===== config.mk =====
export PLATFORM = sky130hd
export DESIGN_NAME = ajuste_horario_flat
export DESIGN_NICKNAME = d
export VERILOG_FILES = /design/src/rtl/ajuste_horario_if.sv /design/src/rtl/ajuste_horario.sv /design/src/flat_wrapper.sv
export SDC_FILE = /design/constraint.sdc
export NUM_CORES = 1
export LEC_CHECK = 0
export CORE_MARGIN = 2
export CORE_UTILIZATION = 35
export DETAILED_ROUTE_END_ITERATION = 12
export PLACE_DENSITY = 0.55
export SETUP_SLACK_MARGIN = 0.4
export SLEW_MARGIN = 0
export SYNTH_ARGS = -nofsm -noshare
export SYNTH_HDL_FRONTEND = slang
export SYNTH_SLANG_ARGS = --single-unit

===== constraint.sdc =====
create_clock -name clk -period 2.8 [get_ports clk]
set_input_delay 0.84 -clock clk [delete_from_list [all_inputs] [get_ports clk]]
set_output_delay 0.84 -clock clk [all_outputs]
set_load 0.02 [all_outputs]

===== src/rtl/ajuste_horario_if.sv =====
// Key, running-time and shadow-time signals between the time-setting controller and its neighbours.
// load is a one-cycle strobe with no back-pressure: the counters must take the shadow digits in that cycle.
interface ajuste_horario_if;
    logic       btn_mode;
    logic       btn_inc;
    logic [3:0] cur_hour_tens;
    logic [3:0] cur_hour_ones;
    logic [3:0] cur_min_tens;
    logic [3:0] cur_min_ones;
    logic [3:0] hour_tens;
    logic [3:0] hour_ones;
    logic [3:0] min_tens;
    logic [3:0] min_ones;
    logic       set_active;
    logic [1:0] field_sel;
    logic       blink;
    logic       load;

    modport master (
        output btn_mode, btn_inc,
        output cur_hour_tens, cur_hour_ones, cur_min_tens, cur_min_ones,
        input  hour_tens, hour_ones, min_tens, min_ones,
        input  set_active, field_sel, blink, load
    );

    modport slave (
        input  btn_mode, btn_inc,
        input  cur_hour_tens, cur_hour_ones, cur_min_tens, cur_min_ones,
        output hour_tens, hour_ones, min_tens, min_ones,
        output set_active, field_sel, blink, load
    );
endinterface


===== src/rtl/ajuste_horario.sv =====
// Time-setting controller: debounced MODE/INC keys drive a RUN -> SET_HOUR -> SET_MIN editor
// over a shadow copy of the time, ending with a one-cycle load pulse to the counters.
module ajuste_horario #(
    parameter int DEBOUNCE_CYCLES = 1000000,
    parameter int REPEAT_DELAY    = 25000000,
    parameter int REPEAT_RATE     = 5000000,
    parameter int BLINK_CYCLES    = 12500000
) (
    input  logic             clk,
    input  logic             rst,
    ajuste_horario_if.slave  bus,
    output logic [1:0]       state_dbg
);
    localparam int DW = $clog2(DEBOUNCE_CYCLES + 1);
    localparam int RW = $clog2((REPEAT_DELAY > REPEAT_RATE ? REPEAT_DELAY : REPEAT_RATE) + 1);
    localparam int BW = $clog2(BLINK_CYCLES + 1);

    typedef enum logic [1:0] {RUN = 2'd0, SET_HOUR = 2'd1, SET_MIN = 2'd2} state_t;

    // Key path, bit 0 = MODE, bit 1 = INC
    logic [1:0]    sync1, sync2, deb, deb_d, key_press;
    logic [DW-1:0] dcnt [2];

    always_ff @(posedge clk) begin
        if (rst) begin
            sync1     <= '0;
            sync2     <= '0;
            deb       <= '0;
            deb_d     <= '0;
            key_press <= '0;
            for (int i = 0; i < 2; i++) dcnt[i] <= '0;
        end else begin
            sync1     <= {bus.btn_inc, bus.btn_mode};
            sync2     <= sync1;
            deb_d     <= deb;
            key_press <= deb & ~deb_d;
            for (int i = 0; i < 2; i++) begin
                if (sync2[i] == deb[i]) begin
                    dcnt[i] <= '0;
                end else if (dcnt[i] == DW'(DEBOUNCE_CYCLES - 1)) begin
                    deb[i]  <= sync2[i];
                    dcnt[i] <= '0;
                end else begin
                    dcnt[i] <= dcnt[i] + 1'b1;
                end
            end
        end
    end

    function automatic logic [7:0] inc_hour(input logic [3:0] t, input logic [3:0] o);
        if (t > 4'd2 || (t == 4'd2 && o >= 4'd3)) return 8'h00;
        else if (o >= 4'd9)                      return {t + 4'd1, 4'd0};
        else                                     return {t, o + 4'd1};
    endfunction

    function automatic logic [7:0] inc_min(input logic [3:0] t, input logic [3:0] o);
        if (t > 4'd5 || (t == 4'd5 && o >= 4'd9)) return 8'h00;
        else if (o >= 4'd9)                      return {t + 4'd1, 4'd0};
        else                                     return {t, o + 4'd1};
    endfunction

    state_t        state;
    logic [3:0]    sh_ht, sh_ho, sh_mt, sh_mo;
    logic          set_active_r, blink_r, load_r;
    logic [1:0]    field_r;
    logic [BW-1:0] bcnt;
    logic [RW-1:0] rcnt;
    logic          rep_en, rep_phase, rep_p;
    logic          mode_p, inc_ev;

    assign mode_p = key_press[0];
    assign inc_ev = (key_press[1] | rep_p) & ~mode_p;

    always_ff @(posedge clk) begin
        if (rst) begin
            state        <= RUN;
            {sh_ht, sh_ho, sh_mt, sh_mo} <= '0;
            set_active_r <= 1'b0;
            field_r      <= 2'b00;
            blink_r      <= 1'b0;
            load_r       <= 1'b0;
            bcnt         <= '0;
            rcnt         <= '0;
            rep_en       <= 1'b0;
            rep_phase    <= 1'b0;
            rep_p        <= 1'b0;
        end else begin
            load_r <= 1'b0;
            rep_p  <= 1'b0;
            // Repeat counts edges since the press; a new press is needed after release or any MODE press
            if (state == RUN || mode_p || !deb[1]) begin
                rep_en    <= 1'b0;
                rep_phase <= 1'b0;
                rcnt      <= '0;
            end else if (key_press[1]) begin
                rep_en    <= 1'b1;
                rep_phase <= 1'b0;
                rcnt      <= RW'(1);
            end else if (rep_en) begin
                if (rcnt == (rep_phase ? RW'(REPEAT_RATE - 1) : RW'(REPEAT_DELAY - 1))) begin
                    rep_p     <= 1'b1;
                    rep_phase <= 1'b1;
                    rcnt      <= '0;
                end else begin
                    rcnt <= rcnt + 1'b1;
                end
            end

            case (state)
                RUN: begin
                    blink_r <= 1'b0;
                    bcnt    <= '0;
                    // Hold the loaded digits one more cycle so the counters settle before tracking
                    if (!load_r) {sh_ht, sh_ho, sh_mt, sh_mo} <= {bus.cur_hour_tens, bus.cur_hour_ones,
                                                                  bus.cur_min_tens, bus.cur_min_ones};
                    if (mode_p) begin
                        state        <= SET_HOUR;
                        set_active_r <= 1'b1;
                        field_r      <= 2'b01;
                        blink_r      <= 1'b1;
                    end
                end
                SET_HOUR, SET_MIN: begin
                    if (bcnt == BW'(BLINK_CYCLES - 1)) begin
                        blink_r <= ~blink_r;
                        bcnt    <= '0;
                    end else begin
                        bcnt <= bcnt + 1'b1;
                    end
                    if (mode_p && state == SET_HOUR) begin
                        state   <= SET_MIN;
                        field_r <= 2'b10;
                    end else if (mode_p) begin
                        state        <= RUN;
                        set_active_r <= 1'b0;
                        field_r      <= 2'b00;
                        blink_r      <= 1'b0;
                        bcnt         <= '0;
                        load_r       <= 1'b1;
                    end else if (inc_ev && state == SET_HOUR) begin
                        {sh_ht, sh_ho} <= inc_hour(sh_ht, sh_ho);
                    end else if (inc_ev) begin
                        {sh_mt, sh_mo} <= inc_min(sh_mt, sh_mo);
                    end
                end
                default: state <= RUN;
            endcase
        end
    end

    assign bus.hour_tens  = sh_ht;
    assign bus.hour_ones  = sh_ho;
    assign bus.min_tens   = sh_mt;
    assign bus.min_ones   = sh_mo;
    assign bus.set_active = set_active_r;
    assign bus.field_sel  = field_r;
    assign bus.blink      = blink_r;
    assign bus.load       = load_r;
    assign state_dbg      = state;
endmodule

===== src/flat_wrapper.sv =====
// flat-port wrapper written by rule: the top's interface ports become plain ports
module ajuste_horario_flat 
#(
    parameter int DEBOUNCE_CYCLES = 1000000,
    parameter int REPEAT_DELAY    = 25000000,
    parameter int REPEAT_RATE     = 5000000,
    parameter int BLINK_CYCLES    = 12500000
)
  (clk, rst, state_dbg, bus_btn_mode, bus_btn_inc, bus_cur_hour_tens, bus_cur_hour_ones, bus_cur_min_tens, bus_cur_min_ones, bus_hour_tens, bus_hour_ones, bus_min_tens, bus_min_ones, bus_set_active, bus_field_sel, bus_blink, bus_load);
  ajuste_horario_if bus_i ();
  input  logic clk;
  input  logic rst;
  output logic [1:0] state_dbg;
  input wire logic [$bits(bus_i.btn_mode)-1:0] bus_btn_mode;
  input wire logic [$bits(bus_i.btn_inc)-1:0] bus_btn_inc;
  input wire logic [$bits(bus_i.cur_hour_tens)-1:0] bus_cur_hour_tens;
  input wire logic [$bits(bus_i.cur_hour_ones)-1:0] bus_cur_hour_ones;
  input wire logic [$bits(bus_i.cur_min_tens)-1:0] bus_cur_min_tens;
  input wire logic [$bits(bus_i.cur_min_ones)-1:0] bus_cur_min_ones;
  output wire logic [$bits(bus_i.hour_tens)-1:0] bus_hour_tens;
  output wire logic [$bits(bus_i.hour_ones)-1:0] bus_hour_ones;
  output wire logic [$bits(bus_i.min_tens)-1:0] bus_min_tens;
  output wire logic [$bits(bus_i.min_ones)-1:0] bus_min_ones;
  output wire logic [$bits(bus_i.set_active)-1:0] bus_set_active;
  output wire logic [$bits(bus_i.field_sel)-1:0] bus_field_sel;
  output wire logic [$bits(bus_i.blink)-1:0] bus_blink;
  output wire logic [$bits(bus_i.load)-1:0] bus_load;
  assign bus_i.btn_mode = bus_btn_mode;
  assign bus_i.btn_inc = bus_btn_inc;
  assign bus_i.cur_hour_tens = bus_cur_hour_tens;
  assign bus_i.cur_hour_ones = bus_cur_hour_ones;
  assign bus_i.cur_min_tens = bus_cur_min_tens;
  assign bus_i.cur_min_ones = bus_cur_min_ones;
  assign bus_hour_tens = bus_i.hour_tens;
  assign bus_hour_ones = bus_i.hour_ones;
  assign bus_min_tens = bus_i.min_tens;
  assign bus_min_ones = bus_i.min_ones;
  assign bus_set_active = bus_i.set_active;
  assign bus_field_sel = bus_i.field_sel;
  assign bus_blink = bus_i.blink;
  assign bus_load = bus_i.load;
  ajuste_horario #(.DEBOUNCE_CYCLES(DEBOUNCE_CYCLES), .REPEAT_DELAY(REPEAT_DELAY), .REPEAT_RATE(REPEAT_RATE), .BLINK_CYCLES(BLINK_CYCLES)) u_core (.clk(clk), .rst(rst), .bus(bus_i), .state_dbg(state_dbg));
endmodule

---- After elaboration in Yosys (flattened, before gate mapping) ----
Memories as Yosys holds them, arrays and structs flattened.
Index checks and enable logic that the tools add are counted.
storage, ports and cells
  memories ................................ 1
  output and inout bits ................... 23
  bits in registers ....................... 85
  bits in writable memories ............... 40
  input bits .............................. 20
  word-level logic and storage cells ...... 178
operators by class
  bitwise operators ....................... 16
  eq/ne operators ......................... 21
  muxes and demuxes ....................... 79
  reduce and logical (&&, ||, !) cells .... 27
  order comparisons ....................... 5
  $add $sub $neg .......................... 8
memory list
  memory       depth  bits a word  read ports  clocked after Yosys merged registers in  write ports  RTL line              source
  u_core.dcnt  2      20           2           0                                        2            ajuste_horario.sv:22  logic [DW-1:0] dcnt [2];
operators with widths
  cell                                                                      number
  20-bit 2-to-1 mux                                                         6
  24-bit 2-to-1 mux                                                         3
  4-bit 2-to-1 mux                                                          18
  25-bit 2-to-1 mux                                                         2
  24-bit one-hot mux with 2 select lines                                    1
  20-bit by 1-bit adder with 20-bit output (second input constant)          2
  20-bit == test (second input constant)                                    2
  1-bit 2-to-1 mux                                                          34
  8-bit 2-to-1 mux                                                          4
  4-bit one-hot mux with 2 select lines                                     4
  25-bit by 1-bit adder with 25-bit output (second input constant)          1
  25-bit == test                                                            1
  24-bit by 1-bit adder with 24-bit output (second input constant)          1
  24-bit == test (second input constant)                                    1
  4-bit by 1-bit adder with 4-bit output (second input constant)            4
  6-bit AND reduction                                                       2
  3-bit by 1-bit inequality test with 1-bit output (second input constant)  3
  4-bit >= comparator (second input constant)                               2
  2-bit by 1-bit inequality test with 1-bit output (second input constant)  4
  2-bit inequality test (second input constant)                             4
  2-bit one-hot mux with 2 select lines                                     2
  2-bit AND reduction                                                       4
  1-bit bitwise OR                                                          7
  7-bit AND reduction                                                       1
  25 further kinds                                                          43

---- Longest topological paths before layout ----
  depth after elaboration ................. 9
  gate-level depth with buffers ........... 8
  depth with buffers taken out ............ 7

---- Worst setup path after synthesis ----
OpenSTA, ideal clock, no wires.
  path kind ............................... reg2reg
  start point ............................. register u_core.state[0] (netlist: u_core.state_dbg[0])
  end point ............................... register u_core.sh_ht[2] (netlist: u_core.bus.hour_tens[2])
  cell stages (with the launch flop) ...... 8
  setup time .............................. 0.078 ns
  arrival time ............................ 2.261 ns
  slack ................................... 0.461 ns
  cell sequence ........................... dfxtp_1 -> inv_1 -> ha_1 -> or3b_2 -> or4b_1 -> nor3b_1 -> a211oi_1 -> nor3_1
between the ends
  word-level cells in the longest chain between the ends .. 4
  elaborated cells on any way between the ends .. 14
ends and longest elaborated chain
  what                                                                                RTL line               source
  start: declaration                                                                  ajuste_horario.sv:62   state_t state;
  start signal: assignment                                                            ajuste_horario.sv:76   state <= RUN;
  start signal: assignment                                                            ajuste_horario.sv:117  state <= SET_HOUR;
  start signal: assignment                                                            ajuste_horario.sv:131  state <= SET_MIN;
  2-bit == test or 2-bit by 1-bit == test with 1-bit output (tied branches)           --
  2-bit OR reduction (tied with other cells)                                          ajuste_horario.sv:109  case (state)
  3-bit by 1-bit inequality test with 1-bit output (no line) (tied with other cells)  --
  6-bit AND reduction (no line)                                                       --
  end signal: assignment                                                              ajuste_horario.sv:114  if (!load_r) {sh_ht, sh_ho, sh_mt, sh_mo} <= {bus.cur_hour_tens, bus.cur_hour_ones,
  end signal: assignment                                                              ajuste_horario.sv:141  {sh_ht, sh_ho} <= inc_hour(sh_ht, sh_ho);
  end: declaration                                                                    ajuste_horario.sv:63   logic [3:0] sh_ht, sh_ho, sh_mt, sh_mo;
Several ways; a longest one is shown, not always the timed one.
A chain may end at the register's enable or synchronous reset.

---- Final worst setup path ----
  start point ............................. register u_core.sh_ho[2] (netlist: u_core.bus.hour_ones[2])
  end point ............................... output port bus_hour_ones[2]
RTL lines
  what                      RTL line               source
  start: declaration        ajuste_horario.sv:63
  start signal: assignment  ajuste_horario.sv:114
  start signal: assignment  ajuste_horario.sv:141
  end: declaration          flat_wrapper.sv:21     output wire logic [$bits(bus_i.hour_ones)-1:0] bus_hour_ones;
No word-level cell between the ends.

==> results.txt <==
* Power spent charging and discharging nets: 875 µW
* Slew of the pin with the lowest slew margin: 0.753 ns
- The critical path starts at u_core.bus.hour_ones[2].
- The kind of cell with the highest combined delay along the critical path is buffers and inverters.
* I/O pins: 43
* Crit path max fanout: 6
- Derived from the worst setup path, the maximum achievable clock frequency is 426 MHz.
- Buffer levels on the longest clock path: 2
- 0 antenna diodes ended up in the layout.
* Fin area: 0.00768 mm²
- The critical path goes through clkdlybuf4s50_1.
* Max-Cap Viols: 0
- Routability cong.: a little over 0.8
- Cell-internal power: 3220 µW
- A synthesized cell averages 9.28 µm².
- Overall die area: between 0.015 and 0.02 mm²
* Fraction of power consumed by the clock network: 47.6%
- In the global route stage, overall resource usage came out at 14.6%.
- Worst EP required: 1.96 ns
* Antenna violations before repair: 0
* Gate Count Post-Synth: just under 700
- FP Rows: 48
* Height of the chip: around 140 µm
* Via count normalized by instance count: slightly below 5
- HP Class: flip-flop to flip-flop
* Critical path capture point type: primary output
- Switching share of power: about a fifth
- Initial core utilization: 36.1%
* Worst Slack Setup Final: 0.453 ns
- Vias in the first global route: 4,761
* H-Tree Depth: 4
- Among all stages on the critical path, the largest delay is contributed by sky130_fd_sc_hd__clkdlybuf4s50_1.
- Latest clock arrival within the worst-skew pair: 0.42 ns
* Count of endpoints failing setup in the final report: 0
- DP Area: 0.00711 mm²
- Number of nets at the end of the flow: 807
* Lkg Pwr: 0.00261 µW
* Post-detailed-route count of antenna-violating nets: 0
- Fraction of layout instances using a drive strength above 1: 7.05%
* Sequential fraction of design power: a little under half
- Endpoints failing hold: 0
* Area growth from synthesis to layout: 22.3%
* Hold wc startpoint: u_core.deb_d[0]
- Cell accounting for the most synthesized area: sky130_fd_sc_hd__dfxtp_1
* Post-synthesis instance area: 0.00628 mm²
- Before CTS, the worst setup slack after placement is 0.281 ns.
* Maximum ir drop on the vdd rail: 0.000447 V
- Fill count: 1,672
- Proportion of synthesized chip area in sequential cells: between 40% and 50%
- Half-perimeter wire length of the detailed placement result: 9350 µm
- The routed layout has 4,912 vias.
- Floorplan core area: 0.0174 mm²
* Buf/Inv on CP: 1
- For this run, asynchronously set or reset flops after synthesis account for 0%.
- The share of total power dissipated in combinational logic is 4.6%.
- The netlist uses 63 different library cells.
- Portion of synthesized cell area occupied by the leading cell type: 27.1%
* Dominant cells by area after synthesis: sky130_fd_sc_hd__dfxtp_1, sky130_fd_sc_hd__edfxtp_1, sky130_fd_sc_hd__nor2_1
- Most frequently used flop master after synthesis: sky130_fd_sc_hd__dfxtp_1
* Category of the most critical setup path: flip-flop to primary output
- Unrepaired setup endpoints after global routing: yes
- The tree built by TritonCTS fans out to 125 sinks.
* Routed length per instance: roughly 13 µm
* Count of state elements after synthesis: 125
- Final global-route overflow total: 0
- Number of buffers inserted during clock tree synthesis: 17
- Pwr dens: 533 mW/mm²
- Total Neg Setup Slack: 0 ns
- In this design, the stage delay of the slowest critical-path cell is 0.65 ns.
- Data arrival at the endpoint of the critical path: 1.51 ns
* Wire length of the first global-routing pass: 21,800 µm
- The die is 138 µm wide.
* RR Startpoint: u_core.state_dbg[0]
- The number of pins with negative max-slew slack in the final report came to 0.
- Once the clock tree was built, the setup fixing pass inserted 0 buffers.
- Clock-pin slew was measured on the worst setup and hold paths at 0.06 ns.
- DR pass1 iterations: 6
- Number of DRC violations after detailed-routing iteration 0: about 210
* Final period utilization: 83.8%
* Number of buffer cells added on primary ports: 42
* Minimum period implied by the final worst setup slack: between 2 and 2.5 ns
- Between clock sinks in the finished design, the worst skew comes to 0.0112 ns.
- The tightest hold path in the finished design has a slack of 0.386 ns.
- TritonCTS built the clock tree.
* Maximum number of pins on one net before global-route repair: 25
- Startpoint class of the critical path: flip-flop
* Wirelength, routed: 13,200 µm
* Number of enable flip-flop cells after synthesis: 40
- After detailed routing, the number of remaining DRC violations is 0.
- CTS placed an instance of sky130_fd_sc_hd__clkbuf_16 at the clock tree root.
* Result of the run: finished, final reports clean
* Max_slew headroom: 49.4%
- Yosys warning count: 0
-- routing by layer --
| metal | share of wire, % | GRT usage [%] | vias to the layer above |
|---|---|---|---|
| li1 | - | - | 2532 |
| met1 | 50 | 18.6 | 2302 |
| met2 | 46 | 23.6 | 63 |
| met3 | 2.6 | 3.55 | 15 |
| met4 | 1.6 | 6.29 | 0 |
| met5 | 0 | 0 | - |
-- metrics by stage --
step	power, µW	util (%)	std cells
3_5_place_dp	2180	40.8	974
4_1_cts	4140	43.9	1004
6_report	4100	44.1	1005
5_1_grt	4250	44.1	1005
3_3_place_gp	2180	40.8	974
2_1_floorplan	2090	-	716
-- cell usage in the layout (no fill, tap or decap), types with 3 or more instances in the layout --
| cell type | Yosys | routed |
|---|---|---|
| sky130_fd_sc_hd__a211oi_1 | 15 | 15 |
| sky130_fd_sc_hd__a21oi_1 | 19 | 19 |
| sky130_fd_sc_hd__and3_1 | 7 | 7 |
| sky130_fd_sc_hd__and4_1 | 5 | 5 |
| sky130_fd_sc_hd__buf_4 | 2 | 9 |
| sky130_fd_sc_hd__clkbuf_1 | 12 | 7 |
| sky130_fd_sc_hd__clkbuf_16 | 0 | 17 |
| sky130_fd_sc_hd__clkbuf_8 | 0 | 4 |
| sky130_fd_sc_hd__clkdlybuf4s50_1 | 0 | 41 |
| sky130_fd_sc_hd__conb_1 | 1 | 40 |
| sky130_fd_sc_hd__dfxtp_1 | 85 | 83 |
| sky130_fd_sc_hd__edfxtp_1 | 40 | 40 |
| sky130_fd_sc_hd__ha_1 | 18 | 18 |
| sky130_fd_sc_hd__inv_1 | 26 | 26 |
| sky130_fd_sc_hd__mux2i_1 | 5 | 5 |
| sky130_fd_sc_hd__nand2_1 | 42 | 42 |
| sky130_fd_sc_hd__nand2b_1 | 8 | 8 |
| sky130_fd_sc_hd__nand3_1 | 40 | 39 |
| sky130_fd_sc_hd__nand4_1 | 18 | 18 |
| sky130_fd_sc_hd__nor2_1 | 124 | 124 |
| sky130_fd_sc_hd__nor2b_1 | 17 | 17 |
| sky130_fd_sc_hd__nor3_1 | 20 | 20 |
| sky130_fd_sc_hd__nor3b_1 | 5 | 4 |
| sky130_fd_sc_hd__nor4_1 | 13 | 13 |
| sky130_fd_sc_hd__nor4b_1 | 3 | 3 |
| sky130_fd_sc_hd__o21ai_0 | 10 | 10 |
| sky130_fd_sc_hd__o21bai_1 | 3 | 3 |
| sky130_fd_sc_hd__o2bb2ai_1 | 3 | 3 |
| sky130_fd_sc_hd__or2_2 | 4 | 4 |
| sky130_fd_sc_hd__or4_1 | 3 | 3 |
| sky130_fd_sc_hd__xnor2_1 | 42 | 42 |
| sky130_fd_sc_hd__xor2_1 | 40 | 40 |
-- state kept, by name, summed over array words and instances (netlist names), 2 cells and up --
name	flops
u_core.deb	2
u_core.state_dbg	2
u_core.deb_d	2
u_core.dcnt	40
u_core.bus.min_tens	4
u_core.sync2	2
u_core.bcnt	24
u_core.bus.hour_tens	4
u_core.key_press	2
u_core.sync1	2
u_core.bus.min_ones	4
u_core.rcnt	25
u_core.bus.hour_ones	4
u_core.bus.field_sel	2
-- cells by family (layout without fill, tap and decap cells) --
logic type / Yosys count / after routing / synth area share (%)
AOI/OAI and AO/OA: 70 / 71 / 7.91
xor gates and xnor gates: 82 / 82 / 11.4
adders and majority gates: 18 / 18 / 3.58
muxes: 5 / 5 / 0.797
buffers and inverters: 45 / 108 / 3.09
DFF: 125 / 125 / 46.2
and+or+nand+nor: 331 / 331 / 26.9
other: 1 / 40 / 0.0597
-- power by group through the flow --
stage                     clock, µW  sequential, µW  combinational, µW
after detailed placement          0            2000                185
after floorplan                   0            2000               92.5
after CTS                      2000            1960                187
final                          1950            1960                187
after global routing           2080            1960                207
after global placement            0            1990                183
-- timing repair --
action                                  CTS  global route
pin swaps                                 0             1
hold buffers                              0             0
endpoints found under the setup margin   45            49
resized for setup                         4             9
gates cloned                              0             1
-- Yosys cell counts, types with 3 or more instances --
cell type,instances
sky130_fd_sc_hd__nor3b_1,5
sky130_fd_sc_hd__nand4_1,18
sky130_fd_sc_hd__xnor2_1,42
sky130_fd_sc_hd__nand2b_1,8
sky130_fd_sc_hd__o21bai_1,3
sky130_fd_sc_hd__a21oi_1,19
sky130_fd_sc_hd__nand2_1,42
sky130_fd_sc_hd__a211oi_1,15
sky130_fd_sc_hd__or2_2,4
sky130_fd_sc_hd__nand3_1,40
sky130_fd_sc_hd__o21ai_0,10
sky130_fd_sc_hd__nor4_1,13
sky130_fd_sc_hd__or3_1,3
sky130_fd_sc_hd__nor2_1,124
sky130_fd_sc_hd__nor3_1,20
sky130_fd_sc_hd__edfxtp_1,40
sky130_fd_sc_hd__dfxtp_1,85
sky130_fd_sc_hd__xor2_1,40
sky130_fd_sc_hd__and4_1,5
sky130_fd_sc_hd__nor4b_1,3
sky130_fd_sc_hd__ha_1,18
sky130_fd_sc_hd__and3_1,7
sky130_fd_sc_hd__inv_1,26
sky130_fd_sc_hd__or4_1,3
sky130_fd_sc_hd__nor2b_1,17
sky130_fd_sc_hd__mux2i_1,5
sky130_fd_sc_hd__o2bb2ai_1,3
sky130_fd_sc_hd__clkbuf_1,12
-- final cells by class --
cell class / instances / area, µm² / area share [%]
Inverter: 27 / 101 / 1.32
Timing Repair Buffer: 51 / 490 / 6.38
Clock buffer: 28 / 507 / 6.60
Tap cell: 225 / 282 / 3.66
Clock inverter: 2 / 10.0 / 0.130
Multi-Input combinational cell: 547 / 3380 / 44.0
Sequential cell: 125 / 2910 / 37.9
-- final timing paths --
path                            cells after the start  slack, ns                       to
worst min-delay path                                1       0.39      u_core.key_press[0]
worst min register to register                      1       0.39      u_core.key_press[0]
worst max register to register                      6       0.56  u_core.bus.hour_tens[0]
worst max-delay path                                1       0.45         bus_hour_ones[2]
(Power assumes the default switching activity.)
